File: src/rtl/router_egress_arbiter_if.sv
// Egress-side bus of the router egress arbiter: byte stream with valid/ready
// handshake, packet framing flags, source channel and abort indication.
interface router_egress_arbiter_if #(
    parameter int DATA_W = 8
);
    logic [DATA_W-1:0] eg_data;
    logic              eg_valid;
    logic              eg_ready;
    logic              eg_sop;
    logic              eg_eop;
    logic [1:0]        eg_chan;
    logic              abort;

    modport master (
        output eg_data, eg_valid, eg_sop, eg_eop, eg_chan, abort,
        input  eg_ready
    );

    modport slave (
        input  eg_data, eg_valid, eg_sop, eg_eop, eg_chan, abort,
        output eg_ready
    );
endinterface

File: src/rtl/router_egress_arbiter.sv
// Packet-atomic round-robin arbiter draining three router FIFOs onto one
// egress port through a 2-entry buffer, with stall-timeout abort.
module router_egress_arbiter #(
    parameter int DATA_W    = 8,
    parameter int STALL_MAX = 32
) (
    input  logic                    clk,
    input  logic                    rstn,
    input  logic                    vld_out_0,
    input  logic                    vld_out_1,
    input  logic                    vld_out_2,
    input  logic [DATA_W-1:0]       d_out_0,
    input  logic [DATA_W-1:0]       d_out_1,
    input  logic [DATA_W-1:0]       d_out_2,
    output logic                    rd_enb_0,
    output logic                    rd_enb_1,
    output logic                    rd_enb_2,
    router_egress_arbiter_if.master eg
);
    localparam int REM_W = DATA_W - 1;
    localparam int STL_W = $clog2(STALL_MAX + 1);

    typedef enum logic [2:0] {S_IDLE, S_HDR, S_HCAP, S_BODY, S_WAIT} state_t;

    state_t            r_state, w_state_nxt;
    logic [1:0]        r_chan, w_chan_nxt;
    logic [1:0]        r_ptr, w_ptr_nxt;
    logic [REM_W-1:0]  r_rem, w_rem_nxt;
    logic [STL_W-1:0]  r_stall, w_stall_nxt;
    logic              r_if, r_if_sop, r_if_eop, r_abort;
    logic [DATA_W+1:0] r_buf [2];
    logic              r_wp, r_rp;
    logic [1:0]        r_cnt;

    logic              w_rd, w_rd_sop, w_rd_eop, w_abort, w_stalling, w_stall_hit;
    logic              w_vsel, w_valid, w_pop, w_eop_acc, w_credit;
    logic [DATA_W-1:0] w_dsel;
    logic [DATA_W+1:0] w_head;
    logic [1:0]        w_c0, w_c1, w_c2, w_next_ch;
    logic [2:0]        w_vld;

    assign w_vld = {vld_out_2, vld_out_1, vld_out_0};

    always_comb begin
        w_vsel = vld_out_0;
        w_dsel = d_out_0;
        case (r_chan)
            2'd1:    begin w_vsel = vld_out_1; w_dsel = d_out_1; end
            2'd2:    begin w_vsel = vld_out_2; w_dsel = d_out_2; end
            default: begin w_vsel = vld_out_0; w_dsel = d_out_0; end
        endcase
    end

    always_comb begin
        w_c0 = 2'd0; w_c1 = 2'd1; w_c2 = 2'd2;
        case (r_ptr)
            2'd1:    begin w_c0 = 2'd1; w_c1 = 2'd2; w_c2 = 2'd0; end
            2'd2:    begin w_c0 = 2'd2; w_c1 = 2'd0; w_c2 = 2'd1; end
            default: begin w_c0 = 2'd0; w_c1 = 2'd1; w_c2 = 2'd2; end
        endcase
    end

    assign w_head    = r_buf[r_rp];
    assign w_valid   = (r_cnt != 2'd0);
    assign w_pop     = w_valid & eg.eg_ready;
    assign w_eop_acc = w_pop & w_head[0];
    // Reads in flight count against the buffer so a pop is never required to avoid overflow
    assign w_credit    = ((r_cnt + {1'b0, r_if}) < 2'd2);
    assign w_next_ch   = (r_chan == 2'd2) ? 2'd0 : r_chan + 2'd1;
    assign w_stall_hit = (r_stall == STL_W'(STALL_MAX - 1));

    always_comb begin
        w_state_nxt = r_state;
        w_chan_nxt  = r_chan;
        w_ptr_nxt   = r_ptr;
        w_rem_nxt   = r_rem;
        w_stall_nxt = r_stall;
        w_rd        = 1'b0;
        w_rd_sop    = 1'b0;
        w_rd_eop    = 1'b0;
        w_abort     = 1'b0;
        w_stalling  = 1'b0;
        case (r_state)
            S_IDLE: begin
                w_stall_nxt = '0;
                if (w_vld[w_c0]) begin
                    w_chan_nxt = w_c0; w_state_nxt = S_HDR;
                end else if (w_vld[w_c1]) begin
                    w_chan_nxt = w_c1; w_state_nxt = S_HDR;
                end else if (w_vld[w_c2]) begin
                    w_chan_nxt = w_c2; w_state_nxt = S_HDR;
                end
            end
            S_HDR: begin
                if (w_vsel) begin
                    w_stall_nxt = '0;
                    if (w_credit) begin
                        w_rd = 1'b1; w_rd_sop = 1'b1; w_state_nxt = S_HCAP;
                    end
                end else begin
                    w_stalling = 1'b1;
                end
            end
            S_HCAP: begin
                // Header arrives now: payload length plus the parity byte remain
                w_rem_nxt   = REM_W'(w_dsel[DATA_W-1:2]) + REM_W'(1);
                w_state_nxt = S_BODY;
            end
            S_BODY: begin
                if (w_vsel) begin
                    w_stall_nxt = '0;
                    if (w_credit) begin
                        w_rd      = 1'b1;
                        w_rem_nxt = r_rem - REM_W'(1);
                        if (r_rem == REM_W'(1)) begin
                            w_rd_eop = 1'b1; w_state_nxt = S_WAIT;
                        end
                    end
                end else begin
                    w_stalling = 1'b1;
                end
            end
            S_WAIT: begin
                if (w_eop_acc) begin
                    w_ptr_nxt = w_next_ch; w_state_nxt = S_IDLE;
                end
            end
            default: w_state_nxt = S_IDLE;
        endcase
        if (w_stalling) begin
            if (w_stall_hit) begin
                w_abort     = 1'b1;
                w_ptr_nxt   = w_next_ch;
                w_state_nxt = S_IDLE;
                w_stall_nxt = '0;
            end else begin
                w_stall_nxt = r_stall + STL_W'(1);
            end
        end
    end

    always_ff @(posedge clk or negedge rstn) begin
        if (!rstn) begin
            r_state  <= S_IDLE;
            r_chan   <= '0;
            r_ptr    <= '0;
            r_rem    <= '0;
            r_stall  <= '0;
            r_if     <= 1'b0;
            r_if_sop <= 1'b0;
            r_if_eop <= 1'b0;
            r_abort  <= 1'b0;
        end else begin
            r_state  <= w_state_nxt;
            r_chan   <= w_chan_nxt;
            r_ptr    <= w_ptr_nxt;
            r_rem    <= w_rem_nxt;
            r_stall  <= w_stall_nxt;
            r_if     <= w_rd;
            r_if_sop <= w_rd_sop;
            r_if_eop <= w_rd_eop;
            r_abort  <= w_abort;
        end
    end

    always_ff @(posedge clk or negedge rstn) begin
        if (!rstn) begin
            for (int unsigned i = 0; i < 2; i++) r_buf[i] <= '0;
            r_wp  <= 1'b0;
            r_rp  <= 1'b0;
            r_cnt <= '0;
        end else if (w_abort) begin
            r_wp  <= 1'b0;
            r_rp  <= 1'b0;
            r_cnt <= '0;
        end else begin
            if (r_if) begin
                r_buf[r_wp] <= {w_dsel, r_if_sop, r_if_eop};
                r_wp        <= ~r_wp;
            end
            if (w_pop) r_rp <= ~r_rp;
            case ({r_if, w_pop})
                2'b10:   r_cnt <= r_cnt + 2'd1;
                2'b01:   r_cnt <= r_cnt - 2'd1;
                default: r_cnt <= r_cnt;
            endcase
        end
    end

    assign rd_enb_0    = w_rd & (r_chan == 2'd0);
    assign rd_enb_1    = w_rd & (r_chan == 2'd1);
    assign rd_enb_2    = w_rd & (r_chan == 2'd2);
    assign eg.eg_valid = w_valid;
    assign eg.eg_data  = w_valid ? w_head[DATA_W+1:2] : '0;
    assign eg.eg_sop   = w_valid & w_head[1];
    assign eg.eg_eop   = w_valid & w_head[0];
    assign eg.eg_chan  = r_chan;
    assign eg.abort    = r_abort;
endmodule

File: src/flat_wrapper.sv
// flat-port wrapper written by rule: the top's interface ports become plain ports
module router_egress_arbiter_flat 
#(
    parameter int DATA_W    = 8,
    parameter int STALL_MAX = 32
)
  (clk, rstn, vld_out_0, vld_out_1, vld_out_2, d_out_0, d_out_1, d_out_2, rd_enb_0, rd_enb_1, rd_enb_2, eg_eg_data, eg_eg_valid, eg_eg_sop, eg_eg_eop, eg_eg_chan, eg_abort, eg_eg_ready);
  router_egress_arbiter_if #(.DATA_W(DATA_W)) eg_i ();
  input  logic clk;
  input  logic rstn;
  input  logic vld_out_0;
  input  logic vld_out_1;
  input  logic vld_out_2;
  input  logic [DATA_W-1:0] d_out_0;
  input  logic [DATA_W-1:0] d_out_1;
  input  logic [DATA_W-1:0] d_out_2;
  output logic rd_enb_0;
  output logic rd_enb_1;
  output logic rd_enb_2;
  output wire logic [$bits(eg_i.eg_data)-1:0] eg_eg_data;
  output wire logic [$bits(eg_i.eg_valid)-1:0] eg_eg_valid;
  output wire logic [$bits(eg_i.eg_sop)-1:0] eg_eg_sop;
  output wire logic [$bits(eg_i.eg_eop)-1:0] eg_eg_eop;
  output wire logic [$bits(eg_i.eg_chan)-1:0] eg_eg_chan;
  output wire logic [$bits(eg_i.abort)-1:0] eg_abort;
  input wire logic [$bits(eg_i.eg_ready)-1:0] eg_eg_ready;
  assign eg_eg_data = eg_i.eg_data;
  assign eg_eg_valid = eg_i.eg_valid;
  assign eg_eg_sop = eg_i.eg_sop;
  assign eg_eg_eop = eg_i.eg_eop;
  assign eg_eg_chan = eg_i.eg_chan;
  assign eg_abort = eg_i.abort;
  assign eg_i.eg_ready = eg_eg_ready;
  router_egress_arbiter #(.DATA_W(DATA_W), .STALL_MAX(STALL_MAX)) u_core (.clk(clk), .rstn(rstn), .vld_out_0(vld_out_0), .vld_out_1(vld_out_1), .vld_out_2(vld_out_2), .d_out_0(d_out_0), .d_out_1(d_out_1), .d_out_2(d_out_2), .rd_enb_0(rd_enb_0), .rd_enb_1(rd_enb_1), .rd_enb_2(rd_enb_2), .eg(eg_i));
endmodule
File: config.mk
export PLATFORM = sky130hd
export DESIGN_NAME = router_egress_arbiter_flat
export DESIGN_NICKNAME = d
export VERILOG_FILES = /design/src/rtl/router_egress_arbiter_if.sv /design/src/rtl/router_egress_arbiter.sv /design/src/flat_wrapper.sv
export SDC_FILE = /design/constraint.sdc
export NUM_CORES = 1
export LEC_CHECK = 0
export BUFFER_PORTS_ARGS = -buffer_cell sky130_fd_sc_hd__buf_2
export CAP_MARGIN = 30
export CORE_MARGIN = 3
export CORE_UTILIZATION = 55
export CTS_CLUSTER_DIAMETER = 30
export DETAILED_ROUTE_END_ITERATION = 16
export HOLD_SLACK_MARGIN = 0.1
export PLACE_DENSITY = 0.78
export SLEW_MARGIN = 5
export SYNTH_ARGS = -nofsm -noshare
export SYNTH_HDL_FRONTEND = slang
export SYNTH_SLANG_ARGS = --single-unit
File: constraint.sdc
create_clock -name clk -period 2.8 [get_ports clk]
set_input_delay 0.28 -clock clk [delete_from_list [all_inputs] [get_ports clk]]
set_output_delay 0.28 -clock clk [all_outputs]
set_load 0.05 [all_outputs]
; Word-level counts from Yosys, hierarchy flattened
; Index checks and enable logic that the tools add are counted.
[totals]
n_memories = 0
latchBits = 0
mem_bits_ro = 0
out_inout_bits = 17
wordCells = 133
reg_bits = 48
ram_bits = 0
[op_classes]
n_bitwise = 12
n_div = 0
reduce_logical = 15
add_sub_neg = 7
n_shift = 0
mul = 0
n_mux = 63
eq_ne = 15
magnitude_cmp = 7
[ops]
columns = op, n
row1 = 10-bit two-way mux, 4
row2 = 3-bit two-way mux, 11
row3 = 20-bit bitwise mux, 1
row4 = 1-bit two-way mux, 19
row5 = 2-bit two-way mux, 9
row6 = 6-bit two-way mux, 3
row7 = 2-bit case mux with 2 select lines, 4
row8 = 8-bit case mux with 2 select lines, 1
row9 = 3-bit case mux with 5 select lines, 1
row10 = 7-bit two-way mux, 2
row11 = 7-bit case mux with 2 select lines, 1
row12 = 6-bit case mux with 2 select lines, 1
row13 = 10-bit demux with 1-bit select, 1
row14 = "2-bit by 3-bit < comparator with 1-bit output, second input constant", 3
row15 = 3-bit nonzero test, 3
row16 = 8-bit two-way mux, 1
row17 = 2-bit nonzero test, 4
row18 = "6-bit by 1-bit adder with 7-bit output, second input constant", 1
row19 = 1-bit bitwise AND, 7
row20 = "7-bit by 1-bit == test with 1-bit output, second input constant", 1
row21 = "7-bit by 1-bit subtractor with 7-bit output, second input constant", 1
row22 = "6-bit by 1-bit adder with 6-bit output, second input constant", 1
row23 = 1-bit binary-select mux with 2-bit select, 3
row24 = "2-bit by 1-bit == test with 1-bit output, second input constant", 3
row25 = 22 further kinds, 33

; Depth between registers and ports, before layout
; Gate-level depths: netlist (run 1).
[logic_depth]
word_depth = 10
depth_mapped = 10

; Worst setup path before layout (run 1)
; Ideal clock, no wire load.
[synth_timing]
path_kind = register to output
start = register u_core.r_chan[0] (netlist: u_core.eg.eg_chan[0])
end = output port rd_enb_0
arrival_ns = 2.543
required_time_ns = 2.520
setup_slack_ns = -0.023
path_buffers = 1
stages_incl_launch_ff = 8
cell_sequence = dfrtp_1 > inv_1 > ha_1 > buf_2 > nor2_1 > a2111o_4 > nor2_1 > and2_1
[synth_between]
elab_chain_cells = 5
[synth_lines]
columns = element, line_no
row1 = from (decl), router_egress_arbiter.sv:26  ; logic [1:0] r_chan, w_chan_nxt;
row2 = from (signal assigned), router_egress_arbiter.sv:155  ; r_chan <= w_chan_nxt;
row3 = 2-bit == test / 2-bit by 1-bit == test with 1-bit output (equally long branches), router_egress_arbiter.sv:47  ; case (r_chan)
row4 = 1-bit case mux with 2 select lines (*), router_egress_arbiter.sv:47
row5 = 1-bit two-way mux (*), router_egress_arbiter.sv:110  ; if (w_vsel) begin
row6 = 1-bit two-way mux (*), --
row7 = named net u_core.w_rd, router_egress_arbiter.sv:35  ; logic w_rd, w_rd_sop, w_rd_eop, w_abort, w_stalling, w_stall_hit;
row8 = 1-bit bitwise AND (*), router_egress_arbiter.sv:190  ; assign rd_enb_0 = w_rd & (r_chan == 2'd0);
row9 = to (decl), flat_wrapper.sv:17  ; output logic rd_enb_0;
; The timed path passes the listed nets; every way through them passes the cells marked *.

; Final worst setup path (run 1)
; Same ends and word-level chain as after synthesis.

==> results.cfg, run 1 <==
[status]
outcome = completed

[synth]
yosysUniqueCellTypes = 54
synth_xor_area_share_pct = 2.696
synth-seq-area-share_pct = 41.08
yosys.area_share.adder_pct = 5.135
synth-simple-area-share_pct = 16.43
avgSynthCellArea_sq_um = 9.845
yosys.area.top_type = dfrtp_1
synth_top_family_by_area = compound AO/OA/AOI/OAI gates
syn_area_sq_um = 2924
synthArstFlopShare_pct = 100.0
ys_ff_latch = 48
synth_fp_nets = 339
synth-compound-area-share_pct = 17.93
netlist_instances = 297
yosys-top-cells-area = dfrtp_1, ha_1, nor2_1
yosysTopAreaCellShare_pct = 41.08
synth_edf_count = 0
synthMuxAreaShare_pct = 12.02
synthFlopType = dfrtp_1
ys_warn_count = 0

[timing]
worst_hold_slack_ns = 0.2807
hold_viol_final = 0
rsz0062_at_grt = false
fmax_ghz = 0.3789
skew_ns = 0.007510
tns_ns = 0
maxSlewViolCount = 0
slew_headroom_pct = 47.08
tightest_slew_ns = 0.7908
period_share_pct = 94.25
period_minus_slack_ns = 2.639
setup_viol = 0

[critical_path]
arrival_ns = 2.36
crit-reg2reg-launch = u_core.eg.eg_chan[0]$_DFFE_PN0P_
crit_type = reg -> out
endpoint_kind = primary output
worstPathMaxFanout = 8
ff2ff_path_depth = 8
required_ns = 2.52
crit_path_start_kind = register
worst-r2r-setup-slack_ns = 0.42
r2r_end = u_core.r_rem[5]$_DFFE_PN0P_

[routing]
wire_per_inst_um = 14.93
ant_nets = 0
vias_per_cell = 5.646
drc_errors = 0
drt_iter0_markers = 155
drt_wl_total_um = 6242
drtPass1Iterations = 4
num_vias = 2360

[place]
portBuffers = 46
postPlaceCellArea_sq_um = 3274
hpwl_um = 4726
place.gp.congestion = 0.8699
dp.cells = 409

[finish]
final_common_cell = dfrtp_1
fin_nets = 392
syn_to_final_growth_pct = 16.00
final_util_pct = 68.63
fillers = 399
n_antenna_cell = 0
finalNonFillerCells = 418
drive_above_1_share_pct = 27.92
final_cell_mix = dfrtp_1, buf_2, nor2_1
final_area_sq_um = 3392
ff_latch_area_sq_um = 1201
multi_input_area_sq_um = 1592

[power]
leakage_nw = 1.629
max-vdd-ir-drop_v = 0.0006399
p_int_mw = 2.166
power_frac_seq_pct = 27.6
powerDensity_nw_per_um2 = 1268
p_comb_share_pct = 62.1
switching_share_pct = 49.64
p_switching_mw = 2.135
power.share.clock_pct = 10.3

[clocking]
clk_latency_ns = 0.30
cts_buffers = 5
cts_root_buf = clkbuf_8
cts_tree = done
htreeDepth = 2
clock-sinks = 48
clk_pin_slew_worst_paths_ns = 0.09
clk_path_buf_depth = 2

[floorplan]
start_util_pct = 59.16
die_w_um = 78.92
die_h_um = 78.92
rows = 25
core_area_sq_um = 4942
die_area_sq_um = 6228
pin_count = 47

[hold_path]
hold_depth = 3
min_to = u_core.r_buf[13]$_DFFE_PN0P_
worstHoldStart = d_out_0[1]
hold_path.class = in -> reg

[flow_run]
maxCapViolations = 0

[global_routing]
grt_pass1_wl_um = 10390
grt_overflow_total = 0
antenna_found_initial = 0
grt_max_degree = 34
grt_pass1_vias = 2217
grtUsageTotal_pct = 21.08
-- power groups by stage --
stage	Sequential, mW	Combinational [mW]	Clock (mW)
after floorplan	1.18	2.02	0
after global placement	1.18	2.60	0
after detailed placement	1.20	2.65	0
after CTS	1.19	2.67	0.453
after global routing	1.23	2.91	0.486
final	1.19	2.67	0.443
-- routing by layer --
metal | wire, um | track usage [%] | share of wire [%]
met5 | 0 | 0 | 0
met4 | 119 | 7.388 | 1.9
met3 | 270 | 3.288 | 4.3
met2 | 2940 | 33.70 | 47
met1 | 2911 | 29.24 | 47
-- per-stage QoR --
stage               power, mW  setup WS [ns]
detailed placement      3.849         0.3384
finish                  4.301         0.1609
global placement        3.776         0.4499
CTS                     4.306       0.002924
floorplan               3.202         0.1030
global route            4.623        0.01513
-- synthesized netlist by cell type (2+ instances only) --
| master | n |
|---|---|
| dfrtp_1 | 48 |
| nor2_1 | 38 |
| inv_1 | 22 |
| nand2_1 | 19 |
| a21oi_1 | 17 |
| o21ai_0 | 14 |
| mux2i_1 | 13 |
| ha_1 | 12 |
| mux2_2 | 9 |
| a22oi_1 | 8 |
| mux2_4 | 8 |
| nand3_1 | 6 |
| nor3_1 | 6 |
| a21o_1 | 5 |
| clkbuf_1 | 5 |
| xnor2_1 | 5 |
| or3_1 | 4 |
| xor2_1 | 4 |
| a221oi_1 | 3 |
| and2_1 | 3 |
| buf_4 | 3 |
| nor4_1 | 3 |
| o22ai_1 | 3 |
| a21boi_0 | 2 |
| a21oi_4 | 2 |
| buf_2 | 2 |
| nand2b_1 | 2 |
| nor3_4 | 2 |
| o32ai_1 | 2 |
| or3_4 | 2 |
| or4_1 | 2 |
-- final cells by class --
cell class	instances	area share, %
clock buffers	6	2.435
clock inverters	2	0.4426
inverters	22	2.435
multi-input cells	216	46.92
flip-flops and latches	48	35.41
well taps	67	2.471
repair buffers	57	9.886
-- worst max path at each step --
stage	from	end	slack [ns]	depth (start not counted)
CTS	u_core.eg.eg_chan[0]$_DFFE_PN0P_	rd_enb_0	0.003	7
floorplan	u_core.eg.eg_chan[0]$_DFFE_PN0P_	rd_enb_0	0.10	7
finish	u_core.eg.eg_chan[0]$_DFFE_PN0P_	rd_enb_0	0.16	7
global route	u_core.eg.eg_chan[0]$_DFFE_PN0P_	rd_enb_0	0.02	7
global placement	u_core.eg.eg_chan[0]$_DFFE_PN0P_	rd_enb_1	0.45	7
detailed placement	u_core.eg.eg_chan[0]$_DFFE_PN0P_	rd_enb_0	0.34	7
-- cell families (layout without fill, tap and decap cells) --
| logic type | count (synthesis) | in the layout |
|---|---|---|
| and+or+nand+nor | 95 | 95 |
| AOI/OAI and AO/OA | 70 | 70 |
| DFF | 48 | 48 |
| buffers and inverters | 33 | 87 |
| muxes | 30 | 30 |
| adders and majority gates | 12 | 12 |
| xor gates and xnor gates | 9 | 9 |
-- flip-flops by register name, summed over array words and instances (netlist names) --
register,flops
u_core.eg.abort,1
u_core.eg.eg_chan,2
u_core.r_buf,20
u_core.r_cnt,2
u_core.r_if,1
u_core.r_if_eop,1
u_core.r_if_sop,1
u_core.r_ptr,2
u_core.r_rem,7
u_core.r_rp,1
u_core.r_stall,6
u_core.r_state,3
u_core.r_wp,1
-- worst max-delay path: stages, from the launching register on --
cell	delay, ns
dfrtp_1	0.42
inv_1	0.10
ha_1	0.34
nor2_1	0.10
a2111o_4	0.53
nor2_2	0.18
and2_2	0.17
clkbuf_4	0.22
-- repair_timing --
action,4_1_cts,5_1_grt
hold buffers,1,0
gates resized for setup,0,4
buffers inserted,0,0
endpoints found under the setup margin,0,3
endpoints found under the hold margin,15,0
No activity file was read; power rests on OpenSTA's default activity.
==> inputs of run 2 (changes only) <==
- clock period: 2.8 -> 2.47 ns (I/O delays scaled with it)
==> run 2 against run 1 <==
Sequential share of layout area down 0.38 points. Global-route usage fell by 0.25 points. Clock-buffer cell count fell by 1.
==> results.cfg, run 2 (synthesis results as in run 1) <==
[finish]
top_register = u_core.r_buf
top_regs = u_core.r_buf: 20 flops, u_core.r_rem: 7 flops, u_core.r_stall: 6 flops
final_cell_mix = dfrtp_1, buf_2, nor2_1
final_common_cell = dfrtp_1
n_antenna_cell = 0
largest_reg_flops = 20
drive_above_1_share_pct = 30.14
finalNonFillerCells = 422
final_area_sq_um = 3436
fin_nets = 396
syn_to_final_growth_pct = 17.50

[critical_path]
crit_type = reg -> out
arrival_ns = 2.12
crit-reg2reg-launch = u_core.eg.eg_chan[1]$_DFFE_PN0P_
endpoint_kind = primary output
required_ns = 2.22
worstPathMaxFanout = 5
crit_path_start_kind = register
startpoint = u_core.eg.eg_chan[1]$_DFFE_PN0P_

[timing]
rsz0062_at_grt = false
fmax_ghz = 0.4228
skew_ns = 0.01236
hold_viol_final = 0
tightest_slew_ns = 0.5775
maxSlewViolCount = 0
period_share_pct = 95.76
setup_viol = 0
slew_headroom_pct = 61.41
period_minus_slack_ns = 2.365

[floorplan]
rows = 25
pin_count = 47
core_area_sq_um = 4942
die_w_um = 78.92
die_h_um = 78.92
die_area_sq_um = 6228
start_util_pct = 59.16

[place]
place.gp.congestion = 0.8720
portBuffers = 46
postPlaceCellArea_sq_um = 3294
dp.cells = 413
hpwl_um = 4762

[power]
leakage_nw = 1.643
power.share.clock_pct = 9.5
switching_share_pct = 49.19
p_comb_share_pct = 63.5
max-vdd-ir-drop_v = 0.0005619
p_int_mw = 2.516
p_switching_mw = 2.435
power_frac_seq_pct = 27.0
powerDensity_nw_per_um2 = 1441

[hold_path]
hold_path.class = in -> reg
worstHoldStart = d_out_0[1]

[clocking]
htreeDepth = 2
clk_path_buf_depth = 2
clk_pin_slew_worst_paths_ns = 0.09
cts_tree = done
clk_latency_ns = 0.31
cts_setup_buffers = 0
clock-sinks = 48
cts_buffers = 5
cts_root_buf = clkbuf_8

[global_routing]
grt_overflow_total = 0
grt_max_degree = 33
antenna_found_initial = 0
grt_pass1_wl_um = 10230
grt_pass1_vias = 2137
grtUsageTotal_pct = 20.83

[routing]
drtPass1Iterations = 4
vias_per_cell = 5.488
drt_wl_total_um = 6022
num_vias = 2316
ant_nets = 0
drt_iter0_markers = 143
wire_per_inst_um = 14.27
drc_errors = 0

[flow_run]
maxCapViolations = 0

[status]
outcome = completed
run 2: changes by cell type in the layout (fill, tap and decap cells not counted):
| cell | previous run | this run |
|---|---|---|
| nor2_2 | 1 | 0 |
| buf_4 | 9 | 14 |
| inv_1 | 22 | 20 |
| dfrtp_2 | 0 | 2 |
| inv_2 | 0 | 2 |
| buf_6 | 0 | 3 |
| dfrtp_1 | 48 | 46 |
| ha_1 | 12 | 11 |
| buf_12 | 1 | 0 |
| clkinv_4 | 0 | 1 |
| nor2_4 | 0 | 1 |
| clkbuf_8 | 6 | 5 |
| clkbuf_4 | 3 | 0 |
| ha_4 | 0 | 1 |
run 2: power groups by stage:
stage	registers (mW)	logic [mW]	clock network, mW
final	1.34	3.14	0.472
after global routing	1.38	3.46	0.526
after CTS	1.33	3.11	0.485
after detailed placement	1.35	3.06	0
after global placement	1.33	3.01	0
after floorplan	1.34	2.29	0
run 2: path summary, 6_finish.rpt:
path / endpoint / slack, ns / cells after the start
min in group asynchronous: u_core.r_wp$_DFFE_PN0P_ / 0.40 / 2
max in group asynchronous: u_core.r_buf[8]$_DFFE_PN0P_ / 1.31 / 3
hold / removal: u_core.r_buf[13]$_DFFE_PN0P_ / 0.26 / 3
setup / recovery: rd_enb_1 / 0.10 / 7
setup reg to reg: u_core.r_rem[5]$_DFFE_PN0P_ / 0.19 / 8
hold reg to reg: u_core.r_buf[2]$_DFFE_PN0P_ / 0.49 / 2
run 2: critical path, stage by stage, from the launching register on:
cell	delay, ns
dfrtp_2	0.43
inv_2	0.11
ha_1	0.19
a22oi_2	0.12
a2111o_4	0.52
nor2_4	0.12
and2_2	0.17
buf_6	0.15
run 2: routing by layer:
metal	vias to the layer above	share of wire (%)	track usage [%]
met5	-	0	0
met4	0	1.2	6.701
met3	6	3.6	2.834
met2	45	47	32.94
met1	1091	48	29.77
li1	1174	-	-
run 2: per-stage QoR:
| stage | TNS [ns] | setup slack, ns | util, % | power, mW | hold WS (ns) |
|---|---|---|---|---|---|
| CTS | 0 | 0.02689 | 69.04 | 4.925 | 0.2557 |
| global route | 0 | 0.006887 | 69.52 | 5.367 | 0.2843 |
| finish | 0 | 0.1048 | 69.52 | 4.951 | 0.2622 |
| detailed placement | 0 | 0.2010 | 66.66 | 4.407 | 0.1896 |
| floorplan | -0.05110 | -0.01703 | - | 3.633 | -0.04859 |
| global placement | 0 | 0.2594 | 66.66 | 4.343 | 0.1889 |
run 2: timing repair:
item,4_1_cts,5_1_grt
resized for setup,5,6
pin swaps,0,0
endpoints found under the setup margin,3,3
endpoints found under the hold margin,16,0
hold buffers,1,0
cloned,0,0
run 2: cell type report:
class / count / area, sq um
Fill cell: 394 / 1506
Tap cell: 67 / 83.83
Clock buffer: 5 / 68.82
Multi-Input combinational cell: 216 / 1609
Timing Repair Buffer: 61 / 364.1
Sequential cell: 48 / 1204
Clock inverter: 3 / 23.77
Inverter: 22 / 82.58
